### src/rtl/serial_frame_pkg.sv
// Shared types, line levels and parity helper for the serial frame transmitter.
// SERIAL_FRAME_TX_PARITY_EN adds the PARITY state to the state enum.
package serial_frame_pkg;

    localparam int unsigned MAX_DATA_W = 16;

    typedef enum logic [2:0] {
        IDLE   = 3'd0,
        START  = 3'd1,
        DATA   = 3'd2,
`ifdef SERIAL_FRAME_TX_PARITY_EN
        PARITY = 3'd3,
`endif
        STOP   = 3'd4
    } tx_state_t;

    localparam logic START_LVL = 1'b1;
    localparam logic STOP_LVL  = 1'b0;
    localparam logic IDLE_LVL  = 1'b0;

    // Even parity bit: makes the total count of ones (data + parity) even.
    function automatic logic even_parity(input logic [MAX_DATA_W-1:0] word);
        return ^word;
    endfunction

endpackage

### src/rtl/serial_frame_tx_bit_timer.sv
// Per-bit clock counter; bit_last marks the final clock of every serial bit.
module bit_timer #(
    parameter int unsigned CLKS_PER_BIT = 4
) (
    input  logic clk,
    input  logic reset,
    input  logic run,
    input  logic load,
    output logic bit_last
);

    localparam int unsigned CNT_W = (CLKS_PER_BIT > 1) ? $clog2(CLKS_PER_BIT) : 1;
    localparam logic [CNT_W-1:0] LAST = CNT_W'(CLKS_PER_BIT - 1);

    logic [CNT_W-1:0] cnt_q;

    assign bit_last = run && (cnt_q == LAST);

    // Restart on a new frame, while idle, and at each bit boundary.
    always_ff @(posedge clk or posedge reset) begin
        if (reset) begin
            cnt_q <= '0;
        end else if (load || !run || bit_last) begin
            cnt_q <= '0;
        end else begin
            cnt_q <= cnt_q + CNT_W'(1);
        end
    end

endmodule

### src/rtl/serial_frame_tx.sv
// Serial frame transmitter: start bit, LSB-first data, optional even parity, stop bit.
// Define SERIAL_FRAME_TX_PARITY_EN to insert the parity bit between data and stop.
module serial_frame_tx #(
    parameter int unsigned DATA_W       = 8,
    parameter int unsigned CLKS_PER_BIT = 4
) (
    input  logic              clk,
    input  logic              reset,
    input  logic [DATA_W-1:0] tx_data,
    input  logic              tx_valid,
    output logic              tx_ready,
    output logic              ser_out,
    output logic              busy,
    output logic              frame_done
);

    import serial_frame_pkg::*;

    localparam int unsigned BCNT_W = (DATA_W > 1) ? $clog2(DATA_W) : 1;
    localparam logic [BCNT_W-1:0] BCNT_LAST = BCNT_W'(DATA_W - 1);

    tx_state_t         state_q, state_d;
    logic [BCNT_W-1:0] bit_cnt_q, bit_cnt_d;
    logic [DATA_W-1:0] shreg_q, shreg_d;
    logic              bit_last;
    logic              accept;
    logic              run;

`ifdef SERIAL_FRAME_TX_PARITY_EN
    logic par_q, par_d;
`endif

    assign run        = (state_q != IDLE);
    assign tx_ready   = (state_q == IDLE) || ((state_q == STOP) && bit_last);
    assign accept     = tx_valid && tx_ready;
    assign busy       = run;
    assign frame_done = (state_q == STOP) && bit_last;

    bit_timer #(
        .CLKS_PER_BIT(CLKS_PER_BIT)
    ) u_bit_timer (
        .clk     (clk),
        .reset   (reset),
        .run     (run),
        .load    (accept),
        .bit_last(bit_last)
    );

    always_ff @(posedge clk or posedge reset) begin
        if (reset) begin
            state_q   <= IDLE;
            bit_cnt_q <= '0;
            shreg_q   <= '0;
        end else begin
            state_q   <= state_d;
            bit_cnt_q <= bit_cnt_d;
            shreg_q   <= shreg_d;
        end
    end

`ifdef SERIAL_FRAME_TX_PARITY_EN
    // Parity is captured at accept since the shift register is consumed by DATA.
    always_ff @(posedge clk or posedge reset) begin
        if (reset) begin
            par_q <= 1'b0;
        end else begin
            par_q <= par_d;
        end
    end
`endif

    // Next-state, bit counter and shift register update.
    always_comb begin
        state_d   = state_q;
        bit_cnt_d = bit_cnt_q;
        shreg_d   = shreg_q;
`ifdef SERIAL_FRAME_TX_PARITY_EN
        par_d     = par_q;
        if (accept) begin
            par_d = even_parity(MAX_DATA_W'(tx_data));
        end
`endif
        if (accept) begin
            state_d   = START;
            bit_cnt_d = '0;
            shreg_d   = tx_data;
        end else begin
            case (state_q)
                START: begin
                    if (bit_last) begin
                        state_d = DATA;
                    end
                end
                DATA: begin
                    if (bit_last) begin
                        shreg_d = shreg_q >> 1;
                        if (bit_cnt_q == BCNT_LAST) begin
                            bit_cnt_d = '0;
`ifdef SERIAL_FRAME_TX_PARITY_EN
                            state_d   = PARITY;
`else
                            state_d   = STOP;
`endif
                        end else begin
                            bit_cnt_d = bit_cnt_q + BCNT_W'(1);
                        end
                    end
                end
`ifdef SERIAL_FRAME_TX_PARITY_EN
                PARITY: begin
                    if (bit_last) begin
                        state_d = STOP;
                    end
                end
`endif
                STOP: begin
                    if (bit_last) begin
                        state_d = IDLE;
                    end
                end
                default: begin
                    state_d = IDLE;
                end
            endcase
        end
    end

    // Line level is a pure decode of registered state.
    always_comb begin
        ser_out = IDLE_LVL;
        case (state_q)
            START:   ser_out = START_LVL;
            DATA:    ser_out = shreg_q[0];
`ifdef SERIAL_FRAME_TX_PARITY_EN
            PARITY:  ser_out = par_q;
`endif
            STOP:    ser_out = STOP_LVL;
            default: ser_out = IDLE_LVL;
        endcase
    end

endmodule

### config.mk
export PLATFORM = sky130hd
export DESIGN_NAME = serial_frame_tx
export DESIGN_NICKNAME = d
export VERILOG_FILES = /design/src/rtl/serial_frame_pkg.sv /design/src/rtl/serial_frame_tx_bit_timer.sv /design/src/rtl/serial_frame_tx.sv
export SDC_FILE = /design/constraint.sdc
export NUM_CORES = 1
export LEC_CHECK = 0
export CAP_MARGIN = 20
export CORE_MARGIN = 3
export CORE_UTILIZATION = 57
export CTS_BUF_LIST = sky130_fd_sc_hd__clkbuf_4 sky130_fd_sc_hd__clkbuf_8
export DETAILED_ROUTE_END_ITERATION = 10
export HOLD_SLACK_MARGIN = 0.06
export PLACE_DENSITY = 0.91
export SLEW_MARGIN = 10
export SYNTH_ARGS = -nofsm -noshare
export SYNTH_HDL_FRONTEND = slang
export SYNTH_SLANG_ARGS = --single-unit
### constraint.sdc
create_clock -name clk -period 2.5 [get_ports clk]
set_input_delay 0.375 -clock clk [delete_from_list [all_inputs] [get_ports clk]]
set_output_delay 0.375 -clock clk [all_outputs]
set_load 0.1 [all_outputs]
==> results of run 1 <==
cell families (layout without fill, tap and decap cells):
group / Yosys count / count (layout)
DFF: 16 / 16
and+or+nand+nor: 22 / 22
AOI/OAI and AO/OA: 20 / 20
buffers and inverters: 11 / 23
adders and majority gates: 3 / 3
muxes: 4 / 4
power by group through the flow:
stage	Combinational [mW]	Sequential, mW	Clock, mW
final	0.584	0.455	0.173
after global routing	0.630	0.471	0.184
after CTS	0.590	0.455	0.177
after detailed placement	0.587	0.461	0
after global placement	0.573	0.452	0
after floorplan	0.533	0.398	0
layout by cell type, fill, tap and decap left out:
cell,n
nand4b_1,1
a22oi_1,1
nor3_2,2
nor3_1,3
buf_4,2
nor2_1,5
ha_1,3
clkbuf_8,1
a22o_1,5
nor4_4,1
a22o_2,1
clkdlybuf4s50_1,10
a2111oi_0,1
nor4_2,1
buf_12,2
mux2i_1,4
a21o_1,5
a31oi_4,1
o22a_1,1
nand2_1,4
o21ai_1,2
nor3b_1,1
a32o_1,1
inv_1,5
a21oi_1,2
nor2b_4,1
nor2b_2,1
or2b_1,1
dfrtp_1,16
and3b_1,1
clkbuf_4,3
worst reg2reg max path: stages, from the launching register on:
cell	delay (ps)
dfrtp_1	630
nor2b_2	280
and3b_1	460
mux2i_1	250
o21ai_1	70
per-layer routing:
layer  GRT usage, %  up-vias
met5              0        -
met1          21.88      280
met2          34.18       17
met3          2.390        4
li1               -      297
met4          10.53        0
sequential cells by signal (all words and copies together) (netlist names):
register and flops:
shreg_q 8, u_bit_timer.cnt_q 2, bit_cnt_q 3, state_q 3
final timing paths:
path | startpoint | endpoint | slack [ps] | cells past startpoint
max in group asynchronous | reset | shreg_q[7]$_DFFE_PP0P_ | 1670 | 2
worst min-delay path | reset | state_q[2]$_DFFE_PP0P_ | 440 | 2
worst max register to register | state_q[1]$_DFFE_PP0P_ | shreg_q[4]$_DFFE_PP0P_ | 680 | 4
worst min register to register | u_bit_timer.cnt_q[0]$_DFF_PP0_ | u_bit_timer.cnt_q[0]$_DFF_PP0_ | 450 | 1
min in group clk | u_bit_timer.cnt_q[0]$_DFF_PP0_ | u_bit_timer.cnt_q[0]$_DFF_PP0_ | 450 | 1
worst max-delay path | state_q[0]$_DFFE_PP0P_ | ser_out | 420 | 5
metrics by stage:
step | setup WS, ps | area, µm²
4_1_cts | 401.2 | 1032
6_report | 417.2 | 1032
3_5_place_dp | 581.9 | 996.0
2_1_floorplan | 152.9 | 882.1
5_1_grt | 258.0 | 1032
3_3_place_gp | 628.6 | 996.0
layout make-up:
type | instances | area share, %
sequential | 16 | 38.79
clock buffer | 4 | 3.515
inverter | 5 | 1.818
timing repair buffer | 14 | 15.03
tap | 15 | 1.818
multi-input combinational | 49 | 39.03
==> results.md, run 1 <==
* Asr flop ratio synth at 100.0%
* Clk network pwr share at 14.3%
* # nets final at 103
* Worst Tran Pin Value at 613.8 ps
* Outcome: finished, final reports clean
* Power consumption at 1.212 mW
* CP Buf/Inv Count at 2
* Area growth, synth to finish at 18.36%
* N_diodes at 0
* Initial core utilization at 63.83%
* Largest fanout on the critical path at 10
* Count leader, synth: dfrtp_1
* Reg area at 400.4 µm²
* CTS resizes at 0
* Slowest cell delay on critical path at 630 ps
* Slew margin rel. at 58.77%
* Crit Path Category: reg -> out
* Period minus WS final at 2083 ps
* Worst Setup End Kind: output port
* Syn avg cell area at 11.47 µm²
* Kind of cell adding the most delay to the critical path: flip-flops
* Slew Limit Fails at 0
* Count of input and output buffers at 14
* Cells along the critical path: inv_1, nor2_1, a21oi_1, nor2_1, buf_12
* Vias per cell at 5.806
* Required time worst endpoint at 2120 ps
* Die area at 2035 µm²
* Via count at 598
* Crit start category: flop
* Root buffer selected by CTS: clkbuf_4
* Max Used Layer: met4
* Max H-tree Level at 1
* Synth Area in Simple Gates at 16.93%
* Clock Sinks at 16
* Residual DRC at 0
* Worst path slowest cell: dfrtp_1
* Antenna violations before repair at 0
* Hold Vio Cnt, Final at 0
* Cell mode on critical path: nor2_1
* Switch share at 45.19%
* Cells after DPL at 99
* Xor-xnor portion of the synthesized cell area at 0%
* Final period util at 83.31%
* Largest area contributor in the netlist: dfrtp_1
* Power Internal at 0.6640 mW
* RSZ-0062 raised after global routing: false
* Top cell type's share of synthesized area at 45.91%
* Area of the multi-input gates at 402.9 µm²
* Die Ht at 45.12 µm
* Area contributors post-synth: dfrtp_1, buf_6, a22o_1
* Hold_ws at 443.6 ps
* Yosys cell types at 27
* Net Switching at 0.5475 mW
* Metal-1 WL at 692 µm
* Hold-fix buffers, CTS at 0
* Pwr Density at 1174 nW/µm²
* FILL cells at 102
* Routability Congestion at 0.7117
* Final Skew at 3.395 ps
* TritonCTS clock tree: yes
* Clock Pin Slew Worst Setup and Hold Paths at 100 ps
* Inserted Clock Buffers at 3
* Antenna Violating Nets Remaining at 0
* First-pass GRT wire length at 2691 µm
* Sequential Power Share at 37.6%
* Combinational share of power at 48.2%
* Post-synthesis sequential area ratio at 45.91%
* Post-Synth Adder-Cell Area at 4.304%
* Worst VDD drop at 691.9 µV
* Clock Path Buffers at 2
* Core Rows at 13
* GRT Total Usage at 19.19%
* Total grt overflow at 0
* Largest net degree at the start of global routing at 17
* Highest clock rate at 0.4801 GHz
* Worst skew pair latency at 290 ps
* Initial DRC count at 9
* Synth Register Bits at 16
* WL/cell at 15.43 µm
* Ys Warns at 0
* Share of layout cells above drive strength 1 at 18.18%
* Final setup viols at 0
* Final core occ at 75.55%
* Setup Fix Bufs, Post-CTS at 0
* Routed WL at 1589 µm
* Post-Layout Cell Count at 103
* I/O Pins at 15
* Post-DP HPWL at 1133 µm
* Gate Count Post-Synth at 76
* 1st-pass router iterations at 4
* Post-Syn Nets at 90
* Met3 routed WL at 59 µm
* TNS Setup at 0 ps
* Met2 Wirelength at 806 µm
* P_leak at 0.4735 nW
* Die X at 45.12 µm
* CORE AREA at 1366 µm²
* Max-cap violations at 0
* EDFF count, synth at 0
* Complex-gate fraction of the synthesized area at 19.23%
* Vias in the first global route at 599
* Synth Cell Area at 872.1 µm²
* Largest family of logic cells by synthesized area: compound AO/OA/AOI/OAI gates
* Mux contribution to synthesized area at 4.591%
* CP arrival at 1710 ps
* Hold WC Path Type: in -> async
* Most used DFF post-synth: dfrtp_1
(Power assumes the default switching activity.)
==> run 2, diff against run 1 <==
CORE_UTILIZATION = 48   (was 57)
PLACE_DENSITY = 0.82   (was 0.91)
clock period = 1.9 ns   (was 2.5 ns; I/O delays follow)
==> results.md, run 2 (synthesis results as in run 1) <==
* P_leak at 0.4958 nW (+4.7%)
* Final period util at 92.30%
* Hold Vio Cnt, Final at 0 (unchanged)
* Most flops, register: shreg_q
* Initial DRC count at 6 (-3)
* Kind of cell adding the most delay to the critical path: flip-flops
* Clock Path Buffers at 2 (unchanged)
* Worst Tran Pin Value at 588.9 ps (-24.91 ps)
* Setup Fix Bufs, Post-CTS at 0 (unchanged)
* Worst path slowest cell: dfrtp_2
* GRT Total Usage at 15.03% (-4.2 points)
* Total grt overflow at 0 (unchanged)
* Inserted Clock Buffers at 3 (unchanged)
* CP arrival at 1470 ps (-240 ps)
* Cells along the critical path: buf_4, nor3_2, inv_1, buf_12
* Worst skew pair latency at 290 ps (about the same)
* Root buffer selected by CTS: clkbuf_4
* Highest clock rate at 0.5702 GHz
* # nets final at 106 (+2.9%)
* RSZ-0062 raised after global routing: false
* Crit Path Category: reg -> out
* Final core occ at 68.79% (-6.8 points)
* Required time worst endpoint at 1620 ps (-500 ps)
* Largest fanout on the critical path at 6 (-4)
* Most frequent cells in the layout: dfrtp_1, clkdlybuf4s50_1, inv_1, a22o_1, a21o_1
* Final Skew at 0.4487 ps (-2.946 ps)
* Power consumption at 1.731 mW (+43%)
* Routed WL at 1568 µm (-1.3%)
* Die area at 2364 µm² (+16%)
* Slowest cell delay on critical path at 480 ps (-150 ps)
* DP Area at 1064 µm² (+6.8%)
* TritonCTS clock tree: yes
* Period minus WS final at 1754 ps
* Clock Pin Slew Worst Setup and Hold Paths at 90 ps (about the same)
* I/O Pins at 15 (unchanged)
* Pwr Density at 1561 nW/µm² (+33%)
* Post-DP HPWL at 1190 µm (+5.0%)
* Outcome: finished, final reports clean
* First-pass GRT wire length at 2808 µm (+4.3%)
* CORE AREA at 1612 µm² (+18%)
* Via count at 628 (+5.0%)
* Vias in the first global route at 632 (+5.5%)
* Hold WC Path Type: in -> async
* Largest net degree at the start of global routing at 17 (unchanged)
* Max-cap violations at 0 (unchanged)
* Worst VDD drop at 1066 µV (+54%)
* WL/cell at 13.63 µm (-12%)
* Die X at 48.63 µm (+7.8%)
* Final setup viols at 0 (unchanged)
* Clock Sinks at 16 (unchanged)
* Worst Setup End Kind: output port
* Share of layout cells above drive strength 1 at 25.27% (+7.1 points)
* N_diodes at 0 (unchanged)
* Antenna Violating Nets Remaining at 0 (unchanged)
* Largest registers: shreg_q: 8 flops, bit_cnt_q: 3 flops, state_q: 3 flops
* Hold_ws at 353.4 ps (-90.18 ps)
* Routability Congestion at 0.7467 (+4.9%)
* TNS Setup at 0 ps (unchanged)
* 1st-pass router iterations at 2 (-2)
* Antenna violations before repair at 0 (unchanged)
* Max H-tree Level at 1 (unchanged)
* Final Cell Area at 1109 µm² (+7.4%)
* Core Rows at 14 (+1)
* Hold-fix buffers, CTS at 0 (unchanged)
* Max reg flops at 8 (unchanged)
* Most common cell after layout, fill and taps aside: dfrtp_1
* Slew margin rel. at 60.70% (+1.9 points)
* Die Ht at 48.63 µm (+7.8%)
* Initial core utilization at 54.11% (-9.7 points)
* Slew Limit Fails at 0 (unchanged)
* Area growth, synth to finish at 27.12%
* Crit start category: flop
* Count of input and output buffers at 14 (unchanged)
* CP Buf/Inv Count at 3 (+1)
* Residual DRC at 0 (unchanged)
* Vias per cell at 5.461 (-5.9%)
==> run 2: cell count changes in the layout (fill, tap and decap cells not counted) <==
cell,change
buf_12,+2
buf_4,+1
dfrtp_1,-1
dfrtp_2,+1
ha_1,-1
ha_2,+1
nor2_1,-1
nor2_2,+1
nor3_1,-1
nor3_4,+1
==> run 2: per-stage QoR <==
step	std cells	setup WS (ps)
5_1_grt	115	20.67
3_3_place_gp	111	256.4
2_1_floorplan	76	-230.8
4_1_cts	115	21.76
6_report	115	146.2
3_5_place_dp	111	192.8
==> run 2: layer usage <==
metal / GRT usage, % / part of all wire [%] / vias to the layer above
met3: 1.840 / 4.5 / 2
li1: - / - / 300
met2: 26.70 / 49 / 15
met5: 0 / 0 / -
met1: 18.47 / 45 / 311
met4: 5.687 / 1.4 / 0
==> run 2: cell type report <==
| type | instances | area, µm² |
|---|---|---|
| Tap cell | 24 | 30.03 |
| Fill cell | 131 | 503.0 |
| Inverter | 5 | 18.77 |
| Multi-Input combinational cell | 49 | 419.2 |
| Clock buffer | 4 | 36.28 |
| Sequential cell | 16 | 401.6 |
| Timing Repair Buffer | 17 | 202.7 |
==> run 2: what timing repair did <==
item,4_1_cts,5_1_grt
hold endpoints to repair,0,0
gates resized for setup,1,2
setup endpoints to repair,1,4
==> run 2: where the power goes <==
| group | switching, mW | internal, mW |
|---|---|---|
| clock network | 0.109 | 0.117 |
| registers | 0.0976 | 0.471 |
| logic | 0.554 | 0.383 |
==> run 2: final timing paths <==
kind                                                start                             end  slack (ps)  depth (start not counted)
setup / recovery                   state_q[0]$_DFFE_PP0P_                            busy         150                          4
hold / removal                                      reset        bit_cnt_q[1]$_DFFE_PP0P_         350                          2
setup reg to reg           u_bit_timer.cnt_q[0]$_DFF_PP0_          shreg_q[3]$_DFFE_PP0P_         310                          4
hold reg to reg            u_bit_timer.cnt_q[0]$_DFF_PP0_  u_bit_timer.cnt_q[0]$_DFF_PP0_         450                          1
max in group asynchronous                           reset          state_q[0]$_DFFE_PP0P_        1130                          2
min in group clk           u_bit_timer.cnt_q[0]$_DFF_PP0_  u_bit_timer.cnt_q[0]$_DFF_PP0_         450                          1
==> run 2: worst reg2reg max path: stages (launching register included) <==
cell	delay [ps]
dfrtp_1	360
ha_2	320
and3b_1	480
mux2i_1	240
o21ai_1	80
==> run 3, diff against run 2 <==
CTS_CLUSTER_DIAMETER = 150   (was default)
==> results of run 3 <==
The final DEF is identical to that of run 2; final timing and power are the same.
